`src/rtl/axi_lite_reg_slv.sv`:
```
// AXI4-Lite responder terminating into NoRegs byte-strobed registers with per-register hardware load.
// Optional macro AXI_LITE_REG_SLV_ERR_EN: SLVERR for out-of-range accesses and writes to read-only registers.
module axi_lite_reg_slv #(
    parameter int unsigned          AddrWidth = 32,
    parameter int unsigned          DataWidth = 32,
    parameter int unsigned          NoRegs    = 16,
    parameter logic [DataWidth-1:0] RegRstVal = '0,
    parameter logic [NoRegs-1:0]    ReadOnly  = '0
) (
    input  logic                        clk_i,
    input  logic                        rst_i,
    input  logic [AddrWidth-1:0]        aw_addr_i,
    input  logic                        aw_valid_i,
    output logic                        aw_ready_o,
    input  logic [DataWidth-1:0]        w_data_i,
    input  logic [DataWidth/8-1:0]      w_strb_i,
    input  logic                        w_valid_i,
    output logic                        w_ready_o,
    output logic [1:0]                  b_resp_o,
    output logic                        b_valid_o,
    input  logic                        b_ready_i,
    input  logic [AddrWidth-1:0]        ar_addr_i,
    input  logic                        ar_valid_i,
    output logic                        ar_ready_o,
    output logic [DataWidth-1:0]        r_data_o,
    output logic [1:0]                  r_resp_o,
    output logic                        r_valid_o,
    input  logic                        r_ready_i,
    input  logic [NoRegs-1:0]           reg_load_i,
    input  logic [NoRegs*DataWidth-1:0] reg_d_i,
    output logic [NoRegs*DataWidth-1:0] reg_q_o
);
    localparam int unsigned StrbWidth  = DataWidth / 8;
    localparam int unsigned ByteLsb    = $clog2(StrbWidth);
    localparam logic [1:0]  RespOkay   = 2'b00;
    localparam logic [1:0]  RespSlvErr = 2'b10;
`ifdef AXI_LITE_REG_SLV_ERR_EN
    localparam bit ErrEn = 1'b1;
`else
    localparam bit ErrEn = 1'b0;
`endif

    typedef enum logic {WR_IDLE, WR_RESP} wr_state_e;
    typedef enum logic {RD_IDLE, RD_RESP} rd_state_e;

    wr_state_e              wr_state_reg, wr_state_next;
    rd_state_e              rd_state_reg, rd_state_next;
    logic                   rdy_en_reg;
    logic                   aw_held_reg, aw_held_next;
    logic                   w_held_reg, w_held_next;
    logic [AddrWidth-1:0]   aw_addr_reg, aw_addr_next;
    logic [DataWidth-1:0]   w_data_reg, w_data_next;
    logic [StrbWidth-1:0]   w_strb_reg, w_strb_next;
    logic [1:0]             b_resp_reg, b_resp_next;
    logic [DataWidth-1:0]   r_data_reg, r_data_next;
    logic [1:0]             r_resp_reg, r_resp_next;

    logic                   aw_hs, w_hs, ar_hs, wr_commit;
    logic [AddrWidth-1:0]   wr_addr, wr_idx, rd_idx;
    logic [DataWidth-1:0]   wr_data, rd_mux;
    logic [StrbWidth-1:0]   wr_strb;
    logic [NoRegs-1:0]      wr_dec, rd_dec, wr_sel;

    // Readies stay low until the first edge after reset release.
    assign aw_ready_o = rdy_en_reg && (wr_state_reg == WR_IDLE) && !aw_held_reg;
    assign w_ready_o  = rdy_en_reg && (wr_state_reg == WR_IDLE) && !w_held_reg;
    assign ar_ready_o = rdy_en_reg && (rd_state_reg == RD_IDLE);
    assign b_valid_o  = (wr_state_reg == WR_RESP);
    assign b_resp_o   = b_resp_reg;
    assign r_valid_o  = (rd_state_reg == RD_RESP);
    assign r_data_o   = r_data_reg;
    assign r_resp_o   = r_resp_reg;

    assign aw_hs     = aw_valid_i && aw_ready_o;
    assign w_hs      = w_valid_i && w_ready_o;
    assign ar_hs     = ar_valid_i && ar_ready_o;
    assign wr_commit = (wr_state_reg == WR_IDLE) && (aw_held_reg || aw_hs) && (w_held_reg || w_hs);
    assign wr_addr   = aw_held_reg ? aw_addr_reg : aw_addr_i;
    assign wr_data   = w_held_reg ? w_data_reg : w_data_i;
    assign wr_strb   = w_held_reg ? w_strb_reg : w_strb_i;
    assign wr_idx    = wr_addr >> ByteLsb;
    assign rd_idx    = ar_addr_i >> ByteLsb;
    assign wr_sel    = wr_commit ? (wr_dec & ~ReadOnly) : '0;

    genvar gi;
    generate
        for (gi = 0; gi < NoRegs; gi++) begin : g_reg
            logic [DataWidth-1:0] q_reg, q_next;

            assign wr_dec[gi] = (wr_idx == AddrWidth'(gi));
            assign rd_dec[gi] = (rd_idx == AddrWidth'(gi));

            // Hardware load first, then strobed bus bytes override it.
            always_comb begin
                q_next = reg_load_i[gi] ? reg_d_i[gi*DataWidth +: DataWidth] : q_reg;
                for (int b = 0; b < StrbWidth; b++) begin
                    if (wr_sel[gi] && wr_strb[b]) begin
                        q_next[b*8 +: 8] = wr_data[b*8 +: 8];
                    end
                end
            end

            always_ff @(posedge clk_i or posedge rst_i) begin
                if (rst_i) begin
                    q_reg <= RegRstVal;
                end else begin
                    q_reg <= q_next;
                end
            end

            assign reg_q_o[gi*DataWidth +: DataWidth] = q_reg;
        end
    endgenerate

    always_comb begin
        rd_mux = '0;
        for (int k = 0; k < NoRegs; k++) begin
            if (rd_dec[k]) begin
                rd_mux = rd_mux | reg_q_o[k*DataWidth +: DataWidth];
            end
        end
    end

    always_ff @(posedge clk_i or posedge rst_i) begin
        if (rst_i) begin
            rdy_en_reg   <= 1'b0;
            wr_state_reg <= WR_IDLE;
            aw_held_reg  <= 1'b0;
            w_held_reg   <= 1'b0;
            aw_addr_reg  <= '0;
            w_data_reg   <= '0;
            w_strb_reg   <= '0;
            b_resp_reg   <= RespOkay;
            rd_state_reg <= RD_IDLE;
            r_data_reg   <= '0;
            r_resp_reg   <= RespOkay;
        end else begin
            rdy_en_reg   <= 1'b1;
            wr_state_reg <= wr_state_next;
            aw_held_reg  <= aw_held_next;
            w_held_reg   <= w_held_next;
            aw_addr_reg  <= aw_addr_next;
            w_data_reg   <= w_data_next;
            w_strb_reg   <= w_strb_next;
            b_resp_reg   <= b_resp_next;
            rd_state_reg <= rd_state_next;
            r_data_reg   <= r_data_next;
            r_resp_reg   <= r_resp_next;
        end
    end

    always_comb begin
        wr_state_next = wr_state_reg;
        aw_held_next  = aw_held_reg;
        w_held_next   = w_held_reg;
        aw_addr_next  = aw_addr_reg;
        w_data_next   = w_data_reg;
        w_strb_next   = w_strb_reg;
        b_resp_next   = b_resp_reg;
        case (wr_state_reg)
            WR_IDLE: begin
                if (aw_hs) begin
                    aw_held_next = 1'b1;
                    aw_addr_next = aw_addr_i;
                end
                if (w_hs) begin
                    w_held_next = 1'b1;
                    w_data_next = w_data_i;
                    w_strb_next = w_strb_i;
                end
                if (wr_commit) begin
                    wr_state_next = WR_RESP;
                    // No writable register decoded means out-of-range or read-only.
                    b_resp_next = (ErrEn && ((wr_dec & ~ReadOnly) == '0)) ? RespSlvErr : RespOkay;
                end
            end
            WR_RESP: begin
                if (b_ready_i) begin
                    wr_state_next = WR_IDLE;
                    aw_held_next  = 1'b0;
                    w_held_next   = 1'b0;
                end
            end
            default: wr_state_next = WR_IDLE;
        endcase
    end

    always_comb begin
        rd_state_next = rd_state_reg;
        r_data_next   = r_data_reg;
        r_resp_next   = r_resp_reg;
        case (rd_state_reg)
            RD_IDLE: begin
                if (ar_hs) begin
                    rd_state_next = RD_RESP;
                    r_data_next   = rd_mux;
                    r_resp_next   = (ErrEn && (rd_dec == '0)) ? RespSlvErr : RespOkay;
                end
            end
            RD_RESP: begin
                if (r_ready_i) begin
                    rd_state_next = RD_IDLE;
                end
            end
            default: rd_state_next = RD_IDLE;
        endcase
    end
endmodule

```
`config.mk`:
```
export PLATFORM = sky130hd
export DESIGN_NAME = axi_lite_reg_slv
export DESIGN_NICKNAME = d
export VERILOG_FILES = /design/src/rtl/axi_lite_reg_slv.sv
export SDC_FILE = /design/constraint.sdc
export NUM_CORES = 2
export LEC_CHECK = 0
export ABC_AREA = 1
export BUFFER_PORTS_ARGS = -buffer_cell sky130_fd_sc_hd__clkbuf_2
export CORE_AREA = 2 2 460 462
export CTS_CLUSTER_SIZE = 20
export DETAILED_ROUTE_END_ITERATION = 6
export DIE_AREA = 0 0 462 464
export PLACE_DENSITY = 0.37
export SLEW_MARGIN = 25
export SYNTH_ARGS = -nofsm -noshare
export SYNTH_HDL_FRONTEND = slang
export SYNTH_SLANG_ARGS = --single-unit
```
`constraint.sdc`:
```
create_clock -name clk_i -period 39.4 [get_ports clk_i]
set_input_delay 5.91 -clock clk_i [delete_from_list [all_inputs] [get_ports clk_i]]
set_output_delay 5.91 -clock clk_i [all_outputs]
set_load 0.005 [all_outputs]
```
==> flow_metrics.py <==
metrics = {
    "outcome": {
        "status": "finished, final reports clean",
    },
    "floorplan": {
        "ios": 1188,
        "initial_core_util_pct": 18.7,
        "rows": 168,
        "core_area_mm2": 0.209,
        "die_x_um": 462,
        "die_area_mm2": 0.214,
        "fp.dieH_um": 464,
    },
    "finish": {
        "final_layout_size_suffix_gt1_share_pct": 23.6,
        "layout.nets": 7428,
        "fillerInstances": 23900,
        "multi_input_area_mm2": 0.0214,
        "largest_register_ffs": 512,
        "fin_util_pct": 24.3,
        "syn_to_final_growth_pct": 29.6,
        "regArea_mm2": 0.0154,
    },
    "yosys": {
        "synth_top_area_share_pct": 39.3,
        "synth_seq_cells": 615,
        "synthTopCellsByArea": "dfrtp_1 39%, nand2_1 26%, nand3_1 10%, nand4_1 8.3%, nor2_1 2.3%",
        "synth-edff-count": 0,
        "yosysTopAreaCell": "dfrtp_1",
        "syn_area_mm2": 0.0392,
        "avgSynthCellArea_um2": 6.64,
        "seq_area_frac_synth_pct": 39.3,
        "ys_async_sr_fraction_pct": 100,
        "yosys_warnings": 0,
        "synth_cell_types": 31,
        "netlist_instances": 5900,
        "synthFlopType": "dfrtp_1",
    },
    "detailed_routing": {
        "drt-pass1-iter-count": 6,
        "drc": 0,
        "wire_per_inst_um": 33.8,
        "drt-initial-drc-count": 6222,
        "drt-total-wl_um": 328000,
        "vias_per_cell": 5.05,
        "dr_total_vias": 48900,
        "ant_nets": 0,
    },
    "critical_path": {
        "reg2reg_setup_slack_ps": 33190,
        "worstPathMaxFanout": 127,
        "cpMostUsedCell": "buf_4",
        "path_cells": "clkbuf_2, nand2_2, buf_4, clkinv_1, o211ai_1, nor2_4, buf_4, buf_4, buf_4, buf_4, buf_12, nand3_4, nand2_1, nand2_1, nand2_1",
        "cp_slowest_stage_delay_ps": 700,
        "slowest_stage": "buf_4",
        "worst-endpoint-required_ps": 40070,
        "cp-end-kind": "flip-flop",
        "crit_type": "in2reg",
        "start_kind": "input pin",
        "crit_arrival_ps": 11160,
    },
    "clocking": {
        "postCtsHoldBufs": 0,
        "numCtsBuffers": 89,
        "cts_setup_buffers": 0,
        "htreeDepth": 3,
        "cts.reportedPaths.clkPinSlew_ps": 60,
        "cts-root-buf": "clkbuf_16",
        "clock_sinks": 615,
        "cts_max_path_buffers": 3,
        "cts-resized-gates": 0,
        "cts_tree": "done",
        "clock_latency_ps": 760,
    },
    "power_and_ir_drop": {
        "vdd_drop_max_uv": 75.2,
        "p_leak_nw": 27.5,
        "p_per_area_mw_per_mm2": 52.0,
    },
    "sta": {
        "finalSetupViolations": 0,
        "fmax_mhz": 95.4,
        "hold_violations": 0,
        "fin_crit_sh_pct": 26.6,
        "tightest_slew_ps": 1160,
        "tns_ps": 0,
        "post-route-min-period_ps": 10480,
        "report.final.slew_viol_count": 0,
        "maxSlewHeadroom_pct": 22.9,
        "finClkSkew_ps": 43.1,
        "rsz0062_at_grt": "false",
    },
    "min_path": {
        "hold_path.class": "reg2reg",
    },
    "placement": {
        "hpwlAfterDp_um": 242000,
        "io_buffers": 1179,
        "gp_congestion": 0.927,
    },
    "run": {
        "max_cap_viol_count": 0,
    },
    "global_routing": {
        "antenna_found_initial": 53,
        "overflow": 0,
        "grt_pass1_wl_um": 426000,
        "grt_use_total_pct": 29.3,
        "first_global_vias": 45600,
        "grt_max_degree": 190,
    },
}
layout by cell type, fill, tap and decap left out, drive strengths merged, types with 3 or more instances in the layout:
cell    netlist  routed
a21oi        60      60
buf         273     114
bufinv        0       3
clkbuf      221    1311
clkinv        1      14
conb          2       5
dfrtp       615     615
diode         0      30
inv         193     196
nand2      2732    2732
nand3       875     875
nand4       517     517
nor2        268     268
nor3         41      41
o21ai        64      64
or2          36      36
where the power goes:
part / total (mW) / switching, mW / internal (mW)
Sequential: 0.848 / 0.126 / 0.721
Combinational: 0.963 / 0.781 / 0.182
Clock: 0.830 / 0.353 / 0.477
Total: 2.64 / 1.26 / 1.38
synth_stat cells (8+ instances only):
master       n
a21oi_1     60
buf_1       79
buf_2      174
buf_4       16
clkbuf_1   221
dfrtp_1    615
inv_1      187
nand2_1   2731
nand3_1    811
nand3_2     20
nand3_4     44
nand4_1    517
nor2_1     245
nor2_4       9
nor2_8      10
nor3_1      38
o21ai_0     50
o21ai_2      8
or2_2       32
area by class of cell:
type / instances / area share [%]
Inverter: 194 / 1.45
Sequential cell: 615 / 30.3
Tap cell: 2805 / 6.91
Clock buffer: 132 / 5.14
Clock inverter: 20 / 0.532
Antenna cell: 30 / 0.148
Multi-Input combinational cell: 4600 / 42.1
Timing Repair Buffer: 1293 / 13.5
critical path: cells and delay by family:
family / cells / cell delay, ps
buffers and inverters: 8 / 3790
AO/OA/AOI/OAI: 1 / 170
AND/OR/NAND/NOR: 6 / 830
per-layer routing:
| layer | vias to the layer above | share of wire (%) | track usage [%] |
|---|---|---|---|
| met5 | - | 0.038 | 0 |
| met4 | 18 | 4.4 | 11.4 |
| met3 | 442 | 9.1 | 6.85 |
| met2 | 2936 | 42 | 42.8 |
| met1 | 24300 | 45 | 41.3 |
| li1 | 21200 | - | - |
final timing paths:
path                                                   to  cells after the start                  startpoint
max                        g_reg[0].q_reg[15]$_DFFE_PP0P_                     15                   w_valid_i
max in group asynchronous          w_held_reg$_DFFE_PP0P_                      6                       rst_i
min reg2reg                    aw_addr_reg[3]$_DFFE_PP0P_                      2  aw_addr_reg[3]$_DFFE_PP0P_
min in group asynchronous  g_reg[11].q_reg[3]$_DFFE_PP0P_                      2                       rst_i
max reg2reg                g_reg[0].q_reg[15]$_DFFE_PP0P_                     15      w_held_reg$_DFFE_PP0P_
min                            aw_addr_reg[3]$_DFFE_PP0P_                      2  aw_addr_reg[3]$_DFFE_PP0P_
cells by family (layout without fill, tap and decap cells):
family,after synthesis,in the layout,synth area share [%]
AND/OR/NAND/NOR,4470,4470,51.6
AO/OA/AOI/OAI,125,125,1.68
other,2,35,0.0192
buffers and inverters,688,1639,7.38
flip-flops,615,615,39.3
through the flow:
step	instance area, um^2	power, mW	setup WS [ps]	hold slack, ps	cells
after global placement	47800	1.79	28190	454	9506
after CTS	50700	2.64	28940	479	9659
after detailed placement	47800	1.80	28150	464	9507
final	50800	2.64	28920	477	9689
after floorplan	39200	1.13	16270	441	5903
after global routing	50700	2.70	28720	497	9670
No activity file was read; power rests on OpenSTA's default activity.
